==> config.mk <==
export PLATFORM = sky130hd
export DESIGN_NAME = bin2bcd_converter
export DESIGN_NICKNAME = d
export VERILOG_FILES = /design/src/rtl/calc_pkg.sv /design/src/rtl/bcd_digit_adj.sv /design/src/rtl/bin2bcd_converter.sv
export SDC_FILE = /design/constraint.sdc
export NUM_CORES = 1
export LEC_CHECK = 0
export CAP_MARGIN = 40
export CORE_UTILIZATION = 35
export CTS_CLUSTER_SIZE = 28
export DETAILED_ROUTE_END_ITERATION = 16
export SYNTH_ARGS = -nofsm -noshare
export SYNTH_HDL_FRONTEND = slang
export SYNTH_HIERARCHICAL = 1
export SYNTH_SLANG_ARGS = --single-unit
==> constraint.sdc <==
create_clock -name clk -period 2.1 [get_ports clk]
set_input_delay 0.63 -clock clk [delete_from_list [all_inputs] [get_ports clk]]
set_output_delay 0.63 -clock clk [all_outputs]
set_load 0.05 [all_outputs]
==> src/rtl/calc_pkg.sv <==
// Shared definitions for the binary-to-BCD converter slice.
//   BIN_W_DEF  : default binary input width
//   DIGITS_DEF : default number of BCD digits presented downstream
//   state_t    : converter FSM states
//   ALL_NINES  : all-nines BCD pattern, sliced to 4*DIGITS bits by users
package calc_pkg;

   localparam int BIN_W_DEF  = 16;
   localparam int DIGITS_DEF = 4;

   typedef enum logic [1:0] {
      IDLE  = 2'd0,
      SHIFT = 2'd1,
      DONE  = 2'd2
   } state_t;

   // Wide enough for up to 16 digits; 16'h9999 in the low bits at default.
   localparam logic [63:0] ALL_NINES = {16{4'h9}};

endpackage

==> src/rtl/bcd_digit_adj.sv <==
// Combinational double-dabble digit correction: adds 3 to a BCD digit
// that is 5 or more, so the following left shift carries correctly.
//   digit    : current scratch digit
//   adjusted : digit corrected ahead of the shift
module bcd_digit_adj (
   input  logic [3:0] digit,
   output logic [3:0] adjusted
);

   always_comb begin
      adjusted = (digit >= 4'd5) ? digit + 4'd3 : digit;
   end

endmodule

==> src/rtl/bin2bcd_converter.sv <==
// Sequential shift-add-3 (double-dabble) binary-to-BCD converter.
//   clk     : system clock, rising edge
//   clear_n : asynchronous active-low reset
//   start   : request conversion of bin (accepted only while ready)
//   bin     : unsigned binary value, sampled on the accepting edge
//   ready   : idle and able to accept start
//   done    : one-cycle pulse when bcd/ovf are freshly updated
//   bcd     : packed BCD result, digit 0 in [3:0]
//   ovf     : value exceeded 10^DIGITS-1
// Optional macro BIN2BCD_SATURATE_EN: overflowing results load all nines
// into bcd; otherwise bcd carries the value modulo 10^DIGITS.
module bin2bcd_converter
   import calc_pkg::*;
#(
   parameter int BIN_W  = BIN_W_DEF,
   parameter int DIGITS = DIGITS_DEF
) (
   input  logic                  clk,
   input  logic                  clear_n,
   input  logic                  start,
   input  logic [BIN_W-1:0]      bin,
   output logic                  ready,
   output logic                  done,
   output logic [4*DIGITS-1:0]   bcd,
   output logic                  ovf
);

   // One extra scratch digit so full-scale inputs convert without loss.
   localparam int SW = 4 * (DIGITS + 1);
   localparam int CW = $clog2(BIN_W + 1);

   state_t              state, state_nxt;
   logic [BIN_W-1:0]    sreg;
   logic [SW-1:0]       scratch;
   logic [SW-1:0]       adj;
   logic [SW-1:0]       scratch_nxt;
   logic                spill;
   logic [CW-1:0]       cnt;
   logic                last;
   logic [4*DIGITS-1:0] bcd_nxt;
   logic                ovf_nxt;

   for (genvar g = 0; g < DIGITS + 1; g++) begin : g_adj
      bcd_digit_adj u_adj (
         .digit    (scratch[4*g +: 4]),
         .adjusted (adj[4*g +: 4])
      );
   end

   // Shift {adjusted scratch, shift register} left by one; the bit leaving
   // the top of the scratch can only be set by an out-of-range value.
   assign {spill, scratch_nxt} = {adj, sreg[BIN_W-1]};
   assign last    = (cnt == CW'(1));
   assign ovf_nxt = spill | (|scratch_nxt[SW-1:4*DIGITS]);

   always_comb begin
      bcd_nxt = scratch_nxt[4*DIGITS-1:0];
`ifdef BIN2BCD_SATURATE_EN
      if (ovf_nxt) begin
         bcd_nxt = ALL_NINES[4*DIGITS-1:0];
      end
`endif
   end

   always_ff @(posedge clk or negedge clear_n) begin
      if (!clear_n) begin
         state <= IDLE;
      end else begin
         state <= state_nxt;
      end
   end

   always_comb begin
      state_nxt = state;
      ready     = 1'b0;
      done      = 1'b0;
      case (state)
         IDLE: begin
            ready = 1'b1;
            if (start) begin
               state_nxt = SHIFT;
            end
         end
         SHIFT: begin
            if (last) begin
               state_nxt = DONE;
            end
         end
         DONE: begin
            done      = 1'b1;
            state_nxt = IDLE;
         end
         default: state_nxt = IDLE;
      endcase
   end

   always_ff @(posedge clk or negedge clear_n) begin
      if (!clear_n) begin
         sreg    <= '0;
         scratch <= '0;
         cnt     <= '0;
         bcd     <= '0;
         ovf     <= 1'b0;
      end else begin
         case (state)
            IDLE: begin
               if (start) begin
                  sreg    <= bin;
                  scratch <= '0;
                  cnt     <= CW'(BIN_W);
               end
            end
            SHIFT: begin
               scratch <= scratch_nxt;
               sreg    <= {sreg[BIN_W-2:0], 1'b0};
               cnt     <= cnt - CW'(1);
               if (last) begin
                  bcd <= bcd_nxt;
                  ovf <= ovf_nxt;
               end
            end
            default: ;
         endcase
      end
   end

endmodule

==> summary.txt, run 1 <==
Final instance area: 0.00369 mm²
Root Buffer: clkbuf_8
CTS tree: done
Syn Inst Count: 270
DP HPWL: 3760 µm
Part of the cycle the worst path needs: 94.8%
CP Class: flop to output pin
Relative slew slack: 69.4%
Synth top area share: 50.8%
Post-CTS sizing: 0
Clock Latency Late Sink: 0.33 ns
Final routed DRC violation total: 0
FP Rows: 33
IO Port Bufs: 37
Critical path buffers and inverters: 2
Fin crit period: 1.99 ns
Vias in the first global route: 2122
Arr. time, crit path: 1.36 ns
Placed cells: 409
Routed vias/inst: 4.99
Routed vias: 2122
Top delay family on crit path: flip-flops
Synth-to-Final Area Change: 24.8%
CTS sink cnt: 60
Post-CTS Setup Repair Bufs: 0
Crit Path Max Fanout: 10
Yosys reg bits: 60
Die Ht: 93.9 µm
Slowest stage delay, CP: 0.47 ns
Post-DP Area: 0.00347 mm²
Clock slew at the register clock pins of the worst setup and hold paths: 0.08 ns
Final WL: 5530 µm
Leading area contributor after synthesis: dfrtp_1
Total Power: 5.90 mW
Register area share after synthesis: 50.8%
First-pass GRT wire length: 9830 µm
Clock buffer depth: 2
Final Max Slew Viols: 0
Top-count cell post-synth: dfrtp_1
Crit-path cells: buf_4 -> nor2_1 -> buf_12
GRT Residual Overflow: 0
Startpoint types: flop
Min-delay worst type: primary input to asynchronous set/reset pin
GPL Wtd Cong: 0.760
Top FF cell, synth: dfrtp_1
Synthesized cell area: 0.00296 mm²
Routed len/inst: 13.0 µm
Synth top cells by count: dfrtp_1 (60), nand2_1 (37), o21ai_0 (24), a22o_1 (21), a22oi_1 (15)
Final Non-Filler Cells: 425
CP Capture Type: output pin
Drt first-iter violations: 107
Status: complete, no violations
Die Wd: 93.9 µm
Post-CTS Hold Fix Bufs: 0
Cts bufs inserted: 9
RSZ-0062 raised after global routing: no
Largest net degree at the start of global routing: 36
Hold slack: 0.191 ns
Post-DRT Antenna Nets: 0
Max-cap viol count: 0
Syn_nets: 301
Fin Setup TNS: 0 ns
DRT Pass-1 Iters: 5
Total track usage: 14.4%
H-tree levels: 3
Initial antenna violation count: 0
LEAKAGE: 1.76 nW
Synth Warn #: 6
Fraction of registers with async set/reset: 100%
Fmax: 0.503 GHz
Worst-Margin Slew: 0.458 ns
Pwr/cell area: 1600 mW/mm²
Syn Area/Cell: 10.9 µm²
Max VDD drop: 0.000615 V
Worst Skew: 0.00957 ns
Fin. Hold Viols: 0
Post-synth EDFFs: 0
Crit-path slowest cell: dfrtp_1
Die area: 0.00882 mm²
Core Box Area: 0.00818 mm²
Fraction of layout cells with a size suffix above 1: 22.5%
# diodes: 0
Initial Utilization: 36.1%
# IOs: 38
Final setup violation count: 0
Cell variety after synth: 32
CP required: 1.47 ns
Synth area leaders: dfrtp_1 (51%), a22o_1 (6.2%), ha_1 (5.1%), nand2_1 (4.7%), mux2_4 (4.6%)
Layout Nets: 346
-- per-stage QoR --
stage | utilization, % | setup WS, ns
floorplan | - | 0.0237
global placement | 42.5 | 0.117
detailed placement | 42.5 | 0.0605
CTS | 45.1 | 0.0866
global route | 45.1 | 0.0306
finish | 45.1 | 0.110
-- cells in the final DEF, fill, tap and decap left out --
cell type / count
dfrtp_1: 60
nand2_1: 37
o21ai_0: 24
buf_4: 24
a22o_1: 21
clkdlybuf4s50_1: 17
a22oi_1: 15
inv_1: 13
ha_1: 12
nand2b_1: 11
mux2_4: 9
clkbuf_8: 9
nor2_1: 8
mux2_2: 8
mux2i_1: 6
a21oi_2: 5
xnor2_1: 5
o21ai_1: 5
nor2b_1: 4
buf_12: 4
clkinv_2: 3
nor2b_2: 2
a21oi_1: 2
bufinv_16: 2
o21bai_2: 1
nor3b_1: 1
nand4b_4: 1
or3b_2: 1
nor4_1: 1
nand3b_1: 1
nand3_1: 1
a311oi_1: 1
a41oi_1: 1
nor4b_1: 1
nor3_1: 1
clkinv_4: 1
clkinvlp_4: 1
buf_2: 1
-- power by group --
part           total, mW  switching, mW  internal (mW)
registers           2.04          0.404           1.64
logic               2.73           1.54           1.20
clock network       1.12          0.460          0.663
-- registers in the layout (all words and copies together), names as in the netlist --
register,flops
ovf,1
sreg,16
bcd,16
scratch,20
cnt,5
state,2
-- logic make-up (layout without fill, tap and decap cells) --
family / after synthesis / after routing / share of synthesized area [%]
xor+xnor: 5 / 5 / 1.48
buf+inv: 25 / 75 / 3.60
simple gates: 70 / 70 / 11.8
fa+ha+maj: 12 / 12 / 5.08
mux: 23 / 23 / 9.65
compound gates: 75 / 75 / 17.6
flops: 60 / 60 / 50.8
-- per-layer routing --
layer | routed length (µm) | global-route usage, %
met1 | 2750 | 19.4
met2 | 2510 | 22.4
met3 | 254 | 4.61
met4 | 13 | 3.08
met5 | 0 | 0
-- worst paths after layout --
| check | from | end | slack, ns | depth (start not counted) |
|---|---|---|---|---|
| max in group asynchronous | clear_n | scratch[1]$_DFFE_PN0P_ | 1.40 | 2 |
| max reg2reg | state[0]$_DFFE_PN0P_ | bcd[4]$_DFFE_PN0P_ | 0.27 | 3 |
| min in group clk | sreg[6]$_DFFE_PN0P_ | sreg[6]$_DFFE_PN0P_ | 0.48 | 2 |
| min reg2reg | sreg[6]$_DFFE_PN0P_ | sreg[6]$_DFFE_PN0P_ | 0.48 | 2 |
| min | clear_n | scratch[9]$_DFFE_PN0P_ | 0.19 | 1 |
| max | state[1]$_DFFE_PN0P_ | ready | 0.11 | 3 |
-- final cells by class --
| type | instances | area [µm²] |
|---|---|---|
| clock buffers | 9 | 124 |
| clock inverters | 7 | 91.3 |
| fillers | 769 | 4490 |
| inverters | 13 | 48.8 |
| multi-input cells | 185 | 1360 |
| flip-flops and latches | 60 | 1500 |
| well taps | 105 | 131 |
| repair buffers | 46 | 435 |
Power figures use the tool's default switching activity.
==> inputs of run 2 (changes only) <==
==> constraint.sdc (replaced) <==
create_clock -name clk -period 2.1 [get_ports clk]
set_input_delay 0.63 -clock clk [delete_from_list [all_inputs] [get_ports clk]]
set_output_delay 0.63 -clock clk [all_outputs]
set_load 0.005 [all_outputs]
==> run 2 against run 1 <==
- via count shrank 0.47%
- design area is 0.61% higher
- die area unchanged
- fmax decreased by 2.3%
- worst setup slack lost 0.048 ns
==> summary.txt, run 2 (synthesis gave the netlist of run 1 again) <==
Clock buffer depth: 2
Crit-path slowest cell: clkdlybuf4s50_1
Final WL: 5600 µm
Biggest register: scratch
CP Class: flop to output pin
Routed vias: 2112
Fin. Hold Viols: 0
Switch Pwr: 1.89 mW
Top flop regs: scratch: 20 flops, bcd: 16 flops, sreg: 16 flops
Filler instances: 757
Fraction of layout cells with a size suffix above 1: 16.0%
First-pass GRT wire length: 9960 µm
Worst Skew: 0.00850 ns
Routed len/inst: 13.2 µm
Arr. time, crit path: 1.41 ns
GPL Wtd Cong: 0.765
Routed vias/inst: 4.98
Sw Ratio: 34.6%
Final routed DRC violation total: 0
Post-DRT Antenna Nets: 0
DRT Pass-1 Iters: 4
Seq pwr share: 37.0%
Worst R2R Setup Slack: 0.27 ns
Fin crit period: 2.04 ns
Root Buffer: clkbuf_8
Leading cell type in the layout, fill and taps excluded: dfrtp_1
Placed cells: 408
DP HPWL: 3610 µm
Final instance area: 0.00371 mm²
Final Max Slew Viols: 0
Drt first-iter violations: 66
CP required: 1.47 ns
Initial Utilization: 36.1%
Status: complete, no violations
Post-DP Area: 0.00349 mm²
Final setup violation count: 0
Initial antenna violation count: 0
Die Wd: 93.9 µm
Crit Path Max Fanout: 3
Synth-to-Final Area Change: 25.6%
Slowest stage delay, CP: 0.51 ns
Core Box Area: 0.00818 mm²
Total track usage: 14.8%
FP Rows: 33
Area of the multi-input gates: 0.00135 mm²
Startpoint types: flop
RSZ-0062 raised after global routing: no
Min-delay worst type: primary input to asynchronous set/reset pin
Post-CTS Setup Repair Bufs: 0
Most frequent cells in the layout: dfrtp_1 (60), nand2_1 (37), clkdlybuf4s50_1 (36)
Clock Latency Late Sink: 0.34 ns
Max-cap viol count: 0
CP Capture Type: output pin
Clock slew at the register clock pins of the worst setup and hold paths: 0.07 ns
R2r startpoint: state[0]$_DFFE_PN0P_
Comb power frac: 41.7%
Max FFs per register: 20
CTS sink cnt: 60
Cts bufs inserted: 9
Largest net degree at the start of global routing: 61
Max VDD drop: 0.000649 V
Int Pwr: 3.56 mW
H-tree levels: 3
Die area: 0.00882 mm²
Vias in the first global route: 2119
Crit-path cells: nor2b_1 -> clkdlybuf4s50_1
Part of the cycle the worst path needs: 97.0%
R2R Path End: bcd[9]$_DFFE_PN0P_
LEAKAGE: 1.71 nW
GRT Residual Overflow: 0
Flip-flop and latch area: 0.00150 mm²
Pwr/cell area: 1470 mW/mm²
IO Port Bufs: 37
Layout Nets: 345
# IOs: 38
Die Ht: 93.9 µm
Post-CTS sizing: 0
# diodes: 0
Clock Power Share: 21.3%
Post-CTS Hold Fix Bufs: 0
Relative slew slack: 69.7%
Fin Setup TNS: 0 ns
CTS tree: done
Worst-Margin Slew: 0.454 ns
Worst Reg-to-Reg Cells: 4
Final Non-Filler Cells: 424
Fmax: 0.491 GHz
## run 2: stage by stage
step / util (%) / setup WS (ns) / total power, mW / hold slack [ns]
detailed placement: 42.6 / 0.111 / 4.33 / 0.473
global route: 45.4 / 0.0241 / 5.93 / 0.296
finish: 45.4 / 0.0627 / 5.45 / 0.284
CTS: 45.4 / 0.0395 / 5.53 / 0.285
global placement: 42.6 / 0.159 / 4.28 / 0.467
floorplan: - / 0.464 / 3.57 / 0.334
## run 2: final cells by class
cell class	instances	share of cell area, %
inverters	13	1.31
repair buffers	45	12.1
clock inverters	6	2.36
flip-flops and latches	60	40.5
multi-input cells	185	36.5
clock buffers	10	3.71
well taps	105	3.54
## run 2: metal layers
layer / routed length [µm] / global-route usage, % / vias to the layer above
met5: 0 / 0 / -
met4: 0 / 5.00 / 0
met3: 293 / 5.91 / 0
met2: 2570 / 22.2 / 51
met1: 2730 / 19.2 / 1018
li1: - / - / 1043
## run 2: critical path: cells and delay by family, from the launching register on
kind	cells	cell delay, ns
buffers and inverters	1	0.51
DFF	1	0.41
and+or+nand+nor	1	0.16
## run 2: power by group through the flow
stage / combinational (mW) / clock, mW / sequential [mW]
2_1_floorplan: 1.60 / 0 / 1.97
3_3_place_gp: 2.25 / 0 / 2.02
3_5_place_dp: 2.29 / 0 / 2.04
4_1_cts: 2.31 / 1.21 / 2.02
5_1_grt: 2.58 / 1.26 / 2.08
6_report: 2.27 / 1.16 / 2.01
## run 2: worst max path at each step
stage,slack [ns],start,end,cells after the start
floorplan,0.46,scratch[16]$_DFFE_PN0P_,ovf$_DFFE_PN0P_,7
finish,0.06,state[1]$_DFFE_PN0P_,done,2
detailed placement,0.11,start,cnt[2]$_DFFE_PN0P_,4
CTS,0.04,state[1]$_DFFE_PN0P_,done,2
global placement,0.16,start,cnt[2]$_DFFE_PN0P_,4
global route,0.02,state[1]$_DFFE_PN0P_,done,2
==> inputs of run 3 (changes only) <==
--- a/config.mk
+++ b/config.mk
@@ -6,9 +6,13 @@
 export NUM_CORES = 1
 export LEC_CHECK = 0
 export CAP_MARGIN = 40
+export CELL_PAD_IN_SITES_DETAIL_PLACEMENT = 2
+export CELL_PAD_IN_SITES_GLOBAL_PLACEMENT = 2
 export CORE_UTILIZATION = 35
+export CTS_CLUSTER_DIAMETER = 60
 export CTS_CLUSTER_SIZE = 28
 export DETAILED_ROUTE_END_ITERATION = 16
+export PLACE_DENSITY_LB_ADDON = 0.1
 export SYNTH_ARGS = -nofsm -noshare
 export SYNTH_HDL_FRONTEND = slang
 export SYNTH_HIERARCHICAL = 1
==> run 3 against run 2 <==
- global-route usage rose by 4.3 points
- hold slack got worse by 0.025 ns
- via count is 3.4% higher
- sequential power increased by 2%
- clock power decreased by 8%
- core utilization fell by 0.26 points
- flip-flop and latch count unchanged
- cell count decreased by 0.47%
==> summary.txt, run 3 (synthesis gave the netlist of run 1 again) <==
Status: complete, no violations
Routed vias/inst: 5.17
Total Power: 5.49 mW
# IOs: 38
Final setup violation count: 0
Total track usage: 19.1%
Critical Path Sink: done
Post-DRT Antenna Nets: 0
Final Non-Filler Cells: 422
Layout Nets: 345
Core Box Area: 0.00818 mm²
Worst-Margin Slew: 0.537 ns
Pwr/cell area: 1490 mW/mm²
Clock Power Share: 19.5%
Worst Skew: 0.00782 ns
Routed len/inst: 17.5 µm
Relative slew slack: 64.2%
Max FFs per register: 20
FP Rows: 33
Cts bufs inserted: 9
H-tree levels: 3
Leading cell type in the layout, fill and taps excluded: dfrtp_1
Sw Ratio: 36.8%
Vias in the first global route: 2521
DP HPWL: 4900 µm
Startpoint types: flop
Switch Pwr: 2.02 mW
Fin. Hold Viols: 0
GPL Wtd Cong: 0.743
Part of the cycle the worst path needs: 97.5%
Finished Core Util: 45.1%
CTS tree: done
Placed cells: 407
Initial Utilization: 36.1%
RSZ-0062 raised after global routing: no
Final Max Slew Viols: 0
CP Capture Type: output pin
Fin Setup TNS: 0 ns
Fmax: 0.488 GHz
CP required: 1.47 ns
Critical path origin: state[1]$_DFFE_PN0P_
Biggest register: scratch
Crit Path Max Fanout: 3
Max-cap viol count: 0
LEAKAGE: 1.71 nW
IO Port Bufs: 37
Die Ht: 93.9 µm
Routed vias: 2183
Arr. time, crit path: 1.42 ns
Fraction of layout cells with a size suffix above 1: 15.5%
Min-delay worst type: primary input to asynchronous set/reset pin
Die Wd: 93.9 µm
CP Class: flop to output pin
Worst R2R Setup Slack: 0.26 ns
Seq pwr share: 37.3%
Clock buffer depth: 2
Final routed DRC violation total: 0
Drt first-iter violations: 49
Clock Latency Late Sink: 0.34 ns
Post-CTS Hold Fix Bufs: 0
Fin crit period: 2.05 ns
R2r startpoint: state[1]$_DFFE_PN0P_
Post-DP Area: 0.00349 mm²
Synth-to-Final Area Change: 24.9%
Largest net degree at the start of global routing: 37
Final instance area: 0.00369 mm²
Int Pwr: 3.47 mW
First-pass GRT wire length: 12700 µm
Initial antenna violation count: 0
Max VDD drop: 0.000592 V
Worst Reg-to-Reg Cells: 4
Top flop regs: scratch: 20 flops, bcd: 16 flops, sreg: 16 flops
CTS sink cnt: 60
Die area: 0.00882 mm²
Clock slew at the register clock pins of the worst setup and hold paths: 0.07 ns
# diodes: 0
Most frequent cells in the layout: dfrtp_1 (59), nand2_1 (37), clkdlybuf4s50_1 (36)
DRT Pass-1 Iters: 2
Final WL: 7370 µm
R2R Path End: bcd[4]$_DFFE_PN0P_
Comb power frac: 43.2%
GRT Residual Overflow: 0
Root Buffer: clkbuf_8
[run 3: area by class of cell]
cell class                      instances  area, µm²
Tap cell                              105        131
Timing Repair Buffer                   45        463
Clock inverter                          2       35.0
Clock buffer                           12        155
Fill cell                             851       4490
Multi-Input combinational cell        185       1350
Sequential cell                        60       1500
Inverter                               13       48.8
[run 3: per-stage QoR]
stage               hold slack [ns]  setup WS [ns]
detailed placement            0.476         0.0677
global placement              0.467         0.0889
global route                  0.290         0.0129
floorplan                     0.334          0.464
CTS                           0.265         0.0259
finish                        0.260         0.0520
[run 3: worst min-delay path by stage]
stage                        start                 endpoint  slack (ns)  cells after the start
2_1_floorplan              clear_n       bcd[0]$_DFFE_PN0P_        0.33                      0
3_3_place_gp   sreg[2]$_DFFE_PN0P_      sreg[2]$_DFFE_PN0P_        0.47                      2
3_5_place_dp   sreg[8]$_DFFE_PN0P_      sreg[8]$_DFFE_PN0P_        0.48                      2
4_1_cts                    clear_n  scratch[13]$_DFFE_PN0P_        0.27                      1
5_1_grt                    clear_n  scratch[13]$_DFFE_PN0P_        0.29                      1
6_report                   clear_n  scratch[13]$_DFFE_PN0P_        0.26                      1
[run 3: power groups by stage]
stage / sequential (mW) / combinational [mW] / clock (mW)
after CTS: 2.06 / 2.43 / 1.11
final: 2.05 / 2.38 / 1.07
after floorplan: 1.97 / 1.60 / 0
after detailed placement: 2.08 / 2.38 / 0
after global routing: 2.12 / 2.68 / 1.16
after global placement: 2.06 / 2.29 / 0
[run 3: repair_timing]
action / 4_1_cts / 5_1_grt
hold endpoints to repair: 0 / 0
buffers inserted: 1 / 0
gates resized for setup: 1 / 0
endpoints found under the setup margin: 1 / 0
[run 3: routing by layer]
metal	global-route usage [%]	part of all wire, %	up-vias
met4	6.15	1.3	0
met2	30.3	46	36
met3	5.42	3.2	8
met5	0	0	-
met1	25.0	49	1103
li1	-	-	1036
[run 3: worst max-delay path, stage by stage, from the launching register on]
cell and delay [ns]:
dfrtp_1 0.41, nor2b_1 0.16, clkdlybuf4s50_1 0.51
